### src/rtl/rectangle_mask_pkg.sv
// Shared constants and types for the masked RECTANGLE share encoder.
package rectangle_mask_pkg;

  localparam int          NIBBLE_W          = 4;
  localparam int          N_SHARES          = 3;
  localparam logic [31:0] LFSR_TAPS         = 32'h8020_0003;
  localparam logic [31:0] LFSR_SEED_DEFAULT = 32'hACE1_2468;

  typedef enum logic {
    IDLE = 1'b0,
    SEND = 1'b1
  } state_t;

endpackage

### src/rtl/rectangle_lfsr8.sv
// Combinational eight-step advance of a right-shifting Galois LFSR.
module rectangle_lfsr8 #(
  parameter int             W    = 32,
  parameter logic [W-1:0]   TAPS = W'(32'h8020_0003)
) (
  input  logic [W-1:0] lfsr_in,
  output logic [W-1:0] lfsr_out
);

  logic [W-1:0] s;

  always_comb begin
    s = lfsr_in;
    for (int i = 0; i < 8; i++) begin
      if (s[0]) s = (s >> 1) ^ TAPS;
      else      s = s >> 1;
    end
    lfsr_out = s;
  end

endmodule

### src/rtl/rectangle_share_encoder.sv
// Splits a 64-bit state into 3 Boolean shares and streams them one nibble per beat.
// Optional SEED_LOAD_EN adds seed_load/seed_data for reseeding the mask LFSR while idle.
module rectangle_share_encoder
  import rectangle_mask_pkg::*;
#(
  parameter int                NIBBLES   = 16,
  parameter int                LFSR_W    = 32,
  parameter logic [LFSR_W-1:0] LFSR_SEED = LFSR_W'(LFSR_SEED_DEFAULT)
) (
  input  logic                        clk,
  input  logic                        rst_n,
  input  logic                        in_valid,
  output logic                        in_ready,
  input  logic [NIBBLE_W*NIBBLES-1:0] in_data,
  output logic                        out_valid,
  input  logic                        out_ready,
  output logic                        out_last,
  output logic [NIBBLE_W-1:0]         out1,
  output logic [NIBBLE_W-1:0]         out2,
  output logic [NIBBLE_W-1:0]         out3,
`ifdef SEED_LOAD_EN
  input  logic                        seed_load,
  input  logic [LFSR_W-1:0]           seed_data,
`endif
  output logic                        busy
);

  localparam int               DATA_W = NIBBLE_W * NIBBLES;
  localparam int               CNT_W  = (NIBBLES > 1) ? $clog2(NIBBLES) : 1;
  localparam logic [CNT_W-1:0] LAST   = CNT_W'(NIBBLES - 1);

  state_t              state;
  logic [CNT_W-1:0]    cnt;
  logic [DATA_W-1:0]   shreg;
  logic [LFSR_W-1:0]   lfsr;
  logic [LFSR_W-1:0]   lfsr_adv;
  logic                seed_req;

  // {x ^ m1 ^ m2, m1, m2}
  function automatic logic [3*NIBBLE_W-1:0] share_split(
    input logic [NIBBLE_W-1:0] x,
    input logic [NIBBLE_W-1:0] m1,
    input logic [NIBBLE_W-1:0] m2
  );
    return {x ^ m1 ^ m2, m1, m2};
  endfunction

  rectangle_lfsr8 #(
    .W    (LFSR_W),
    .TAPS (LFSR_W'(LFSR_TAPS))
  ) u_lfsr8 (
    .lfsr_in  (lfsr),
    .lfsr_out (lfsr_adv)
  );

`ifdef SEED_LOAD_EN
  assign seed_req = seed_load;
`else
  assign seed_req = 1'b0;
`endif

  assign in_ready = (state == IDLE) && !seed_req;
  assign busy     = (state != IDLE);

  always_ff @(posedge clk or negedge rst_n) begin
    if (!rst_n) begin
      state     <= IDLE;
      cnt       <= '0;
      shreg     <= '0;
      lfsr      <= LFSR_SEED;
      out_valid <= 1'b0;
      out_last  <= 1'b0;
      out1      <= '0;
      out2      <= '0;
      out3      <= '0;
    end else begin
      case (state)
        IDLE: begin
          if (seed_req) begin
`ifdef SEED_LOAD_EN
            lfsr <= (seed_data == '0) ? LFSR_SEED : seed_data;
`endif
          end else if (in_valid) begin
            // shreg keeps the not-yet-sent nibbles, next one always at [3:0]
            shreg              <= in_data >> NIBBLE_W;
            cnt                <= '0;
            {out1, out2, out3} <= share_split(in_data[NIBBLE_W-1:0],
                                              lfsr[NIBBLE_W-1:0],
                                              lfsr[2*NIBBLE_W-1:NIBBLE_W]);
            lfsr               <= lfsr_adv;
            out_valid          <= 1'b1;
            out_last           <= (NIBBLES == 1);
            state              <= SEND;
          end
        end
        SEND: begin
          if (out_ready) begin
            if (cnt == LAST) begin
              state     <= IDLE;
              out_valid <= 1'b0;
              out_last  <= 1'b0;
              out1      <= '0;
              out2      <= '0;
              out3      <= '0;
            end else begin
              cnt                <= cnt + CNT_W'(1);
              shreg              <= shreg >> NIBBLE_W;
              {out1, out2, out3} <= share_split(shreg[NIBBLE_W-1:0],
                                                lfsr[NIBBLE_W-1:0],
                                                lfsr[2*NIBBLE_W-1:NIBBLE_W]);
              lfsr               <= lfsr_adv;
              out_last           <= ((cnt + CNT_W'(1)) == LAST);
            end
          end
        end
        default: state <= IDLE;
      endcase
    end
  end

endmodule

### config.mk
export PLATFORM = sky130hd
export DESIGN_NAME = rectangle_share_encoder
export DESIGN_NICKNAME = d
export VERILOG_FILES = /design/src/rtl/rectangle_mask_pkg.sv /design/src/rtl/rectangle_lfsr8.sv /design/src/rtl/rectangle_share_encoder.sv
export SDC_FILE = /design/constraint.sdc
export NUM_CORES = 1
export LEC_CHECK = 0
export CORE_MARGIN = 2
export CORE_UTILIZATION = 55
export DETAILED_ROUTE_END_ITERATION = 6
export PLACE_DENSITY = 0.8
export RECOVER_POWER = 25
export SLEW_MARGIN = 20
export SYNTH_ARGS = -nofsm -noshare
export SYNTH_HDL_FRONTEND = slang
export SYNTH_SLANG_ARGS = --single-unit
### constraint.sdc
create_clock -name clk -period 4.79 [get_ports clk]
set_input_delay 1.437 -clock clk [delete_from_list [all_inputs] [get_ports clk]]
set_output_delay 1.437 -clock clk [all_outputs]
set_load 0.005 [all_outputs]
==> flow_summary.yaml <==
clock_network:
  post_cts_buffers: 0
  htree_levels: 3
  postCtsHoldBufs: 0
  clkLatencyLatePin_ns: 0.37
  clk_path_buf_depth: 2
  cts_root_buffer: "clkbuf_8"
  cts_buffers: 9
  cts_tree: "yes"
  cts.sinks: 111
  cts-resized-gates: 0
  clk_pin_slew_ns: 0.10
grt:
  gr-usage-all-layers_pct: 21.7
  grt-ovfl-total: 0
  grt_pass1_wl_mm: 17.1
  antenna_found_initial: 0
  grt_max_degree: 89
  grt_pass1_vias: 3604
setup_path:
  crit_required_ns: 3.35
  criticalPathCategory: "reg -> out"
  cp_max_fo: 69
  crit_family: "buffers and inverters"
  worstSetupEndpointType: "primary output"
  path_depth: 2
  cp_slowest_stage_delay_ns: 0.79
  startpoint: "busy"
  crit_path_top_delay_cell: "buf_4"
  endpoint: "busy"
  reg2reg_to: "shreg[26]"
  r2r_start: "busy"
  cp_num_buf_inv: 2
  start_kind: "flip-flop"
  cp.arrival_ns: 2.30
  rr_worst_depth: 5
  r2r_slack_ns: 2.13
  crit_chain: "buf_4 -> clkdlybuf4s50_1"
drt:
  wl_met1_mm: 4.64
  route.met2.wl_mm: 4.99
  drt-total-wl_mm: 10.2
  wl_met3_microns: 381
  drc: 0
  maxUsedRoutingLayer: "met4"
  drt_pass1_iterations: 4
  wire_per_inst_microns: 14.8
  drtIter0Drc: 128
  routed_via_density: 5.28
  final_antenna_net_count: 0
  vias: 3634
timing:
  hold_violations: 0
  period_needed_ns: 3.74
  final-setup-viol-count: 0
  finalSetupTns_ns: 0
  skew_ns: 0.0170
  tightest_slew_ns: 1.81
  slew_violations: 77
  worst_slack_ns: 1.05
  fmax_ghz: 0.268
  fin_crit_sh_pct: 78.0
  rsz0062_at_grt: "false"
  max-slew-margin-rel_pct: -20.7
place:
  place_inst: 673
  post-dp-hpwl_mm: 7.07
  place_ws_ns: 1.37
  io_buffers: 83
  place_congestion: 0.801
synth:
  ys_warn_count: 0
  ys_seq_area_share_pct: 54.3
  synthCells: 508
  synth_seq_cells: 111
  netlist_area_sq_um: 5140
  synth_nets: 578
  synth_area_per_cell_sq_um: 10.1
  yosysUniqueCellTypes: 35
finish:
  layout.nets: 643
  final_core_util_pct: 67.2
  antenna_cells: 0
  layout-drive-gt1-share_pct: 7.28
  stdcell_count: 688
  final_common_cell: "nand2_1"
  area_delta_synth_final_pct: 19.6
  most-common-layout-cells: "nand2_1, dfrtp_1, clkdlybuf4s50_1, o21ai_0, mux2i_1"
job:
  cap_viol_max_count: 1
floorplanning:
  core_area_sq_um: 9150
  ioPinCount: 84
  die_area_sq_um: 10100
  die_h_microns: 101
  initial_core_util_pct: 56.2
  die_w_microns: 101
  num_rows: 35
pwr:
  power_frac_comb_pct: 47.7
  power_frac_seq_pct: 40.4
  power_w: 0.00411
  ir_drop_mv: 0.349
  p_clk_share_pct: 11.9
  leakagePower_nw: 3.02
  p_per_area_nw_per_um2: 668
  p_int_w: 0.00254
  power.net_switching_w: 0.00157
  switching_share_pct: 38.3
hold_path:
  worst_hold_startpoint: "lfsr[10]"
  hold_class: "reg -> reg"
outcome:
  outcome: "finished, violations left"
  violations: "max-capacitance violations, max-slew violations"
## final cells by class
cell class	count	area, sq um
Clock buffer	11	131
Sequential cell	111	2800
Tap cell	111	139
Clock inverter	4	32.5
Inverter	2	7.51
Timing Repair Buffer	89	871
Multi-Input combinational cell	360	2170
Fill cell	719	3000
## Yosys cell counts, drive strengths merged
cell type | instances | area share [%]
a21oi | 18 | 1.8
inv | 2 | 0.15
nand4 | 1 | 0.12
nor2 | 30 | 2.2
o31a | 4 | 0.68
xor3 | 1 | 0.49
and3 | 1 | 0.12
o2bb2ai | 1 | 0.17
o21ai | 71 | 7.0
nor2b | 1 | 0.12
buf | 24 | 2.6
mux2i | 56 | 11
a31oi | 1 | 0.24
xor2 | 12 | 2.0
nand2b | 2 | 0.24
dfrtp | 98 | 48
xnor3 | 2 | 0.95
nand3 | 7 | 0.78
nor3 | 4 | 0.39
ha | 2 | 0.49
a22o | 7 | 1.2
clkbuf | 11 | 0.85
xnor2 | 14 | 3.0
nand2 | 125 | 9.1
dfstp | 13 | 6.6
## through the flow
| stage | area, sq um | hold WS [ns] |
|---|---|---|
| 6_report | 6150 | 0.458 |
| 5_1_grt | 6150 | 0.479 |
| 4_1_cts | 6150 | 0.459 |
| 3_5_place_dp | 5990 | 0.444 |
| 3_3_place_gp | 5990 | 0.442 |
| 2_1_floorplan | 5140 | 0.435 |
## cell families after synthesis
kind of cell / after synthesis / share of synthesized area (%)
XOR/XNOR: 29 / 6.52
multiplexers: 56 / 10.9
AO/OA/AOI/OAI: 102 / 11.0
AND/OR/NAND/NOR: 171 / 13.1
buffers and inverters: 37 / 3.63
flip-flops: 111 / 54.3
adder cells (fa/ha/maj): 2 / 0.487
## power groups by stage
stage	registers, W	clock network [W]	logic, W
6_report	0.00166	0.000491	0.00196
4_1_cts	0.00166	0.000505	0.00199
2_1_floorplan	0.00156	0	0.00160
3_5_place_dp	0.00167	0	0.00198
3_3_place_gp	0.00165	0	0.00190
5_1_grt	0.00171	0.000548	0.00221
## worst min path at each step
stage | to | slack [ns] | cells after the start
global route | lfsr[10] | 0.48 | 2
CTS | lfsr[10] | 0.46 | 2
finish | lfsr[10] | 0.46 | 2
detailed placement | lfsr[10] | 0.44 | 2
floorplan | lfsr[13] | 0.43 | 2
global placement | lfsr[10] | 0.44 | 2
## registers in the layout, indices dropped and copies added (netlist names)
name,cells
out_valid,1
out_last,1
out2,4
shreg,60
lfsr,32
cnt,4
out1,4
out3,4
busy,1
## per-layer routing
layer	up-vias	global-route usage [%]
met5	-	0
met2	76	35.1
met1	1724	30.1
met4	0	8.01
li1	1821	-
met3	13	3.12
## worst register-to-register path, cell delays in order, from the launching register on
cell and delay [ns]:
dfrtp_4 0.41, buf_4 0.79, nor2b_1 0.26, a31oi_4 0.22
buf_4 0.57, o21ai_0 0.26
Power figures use the tool's default switching activity.
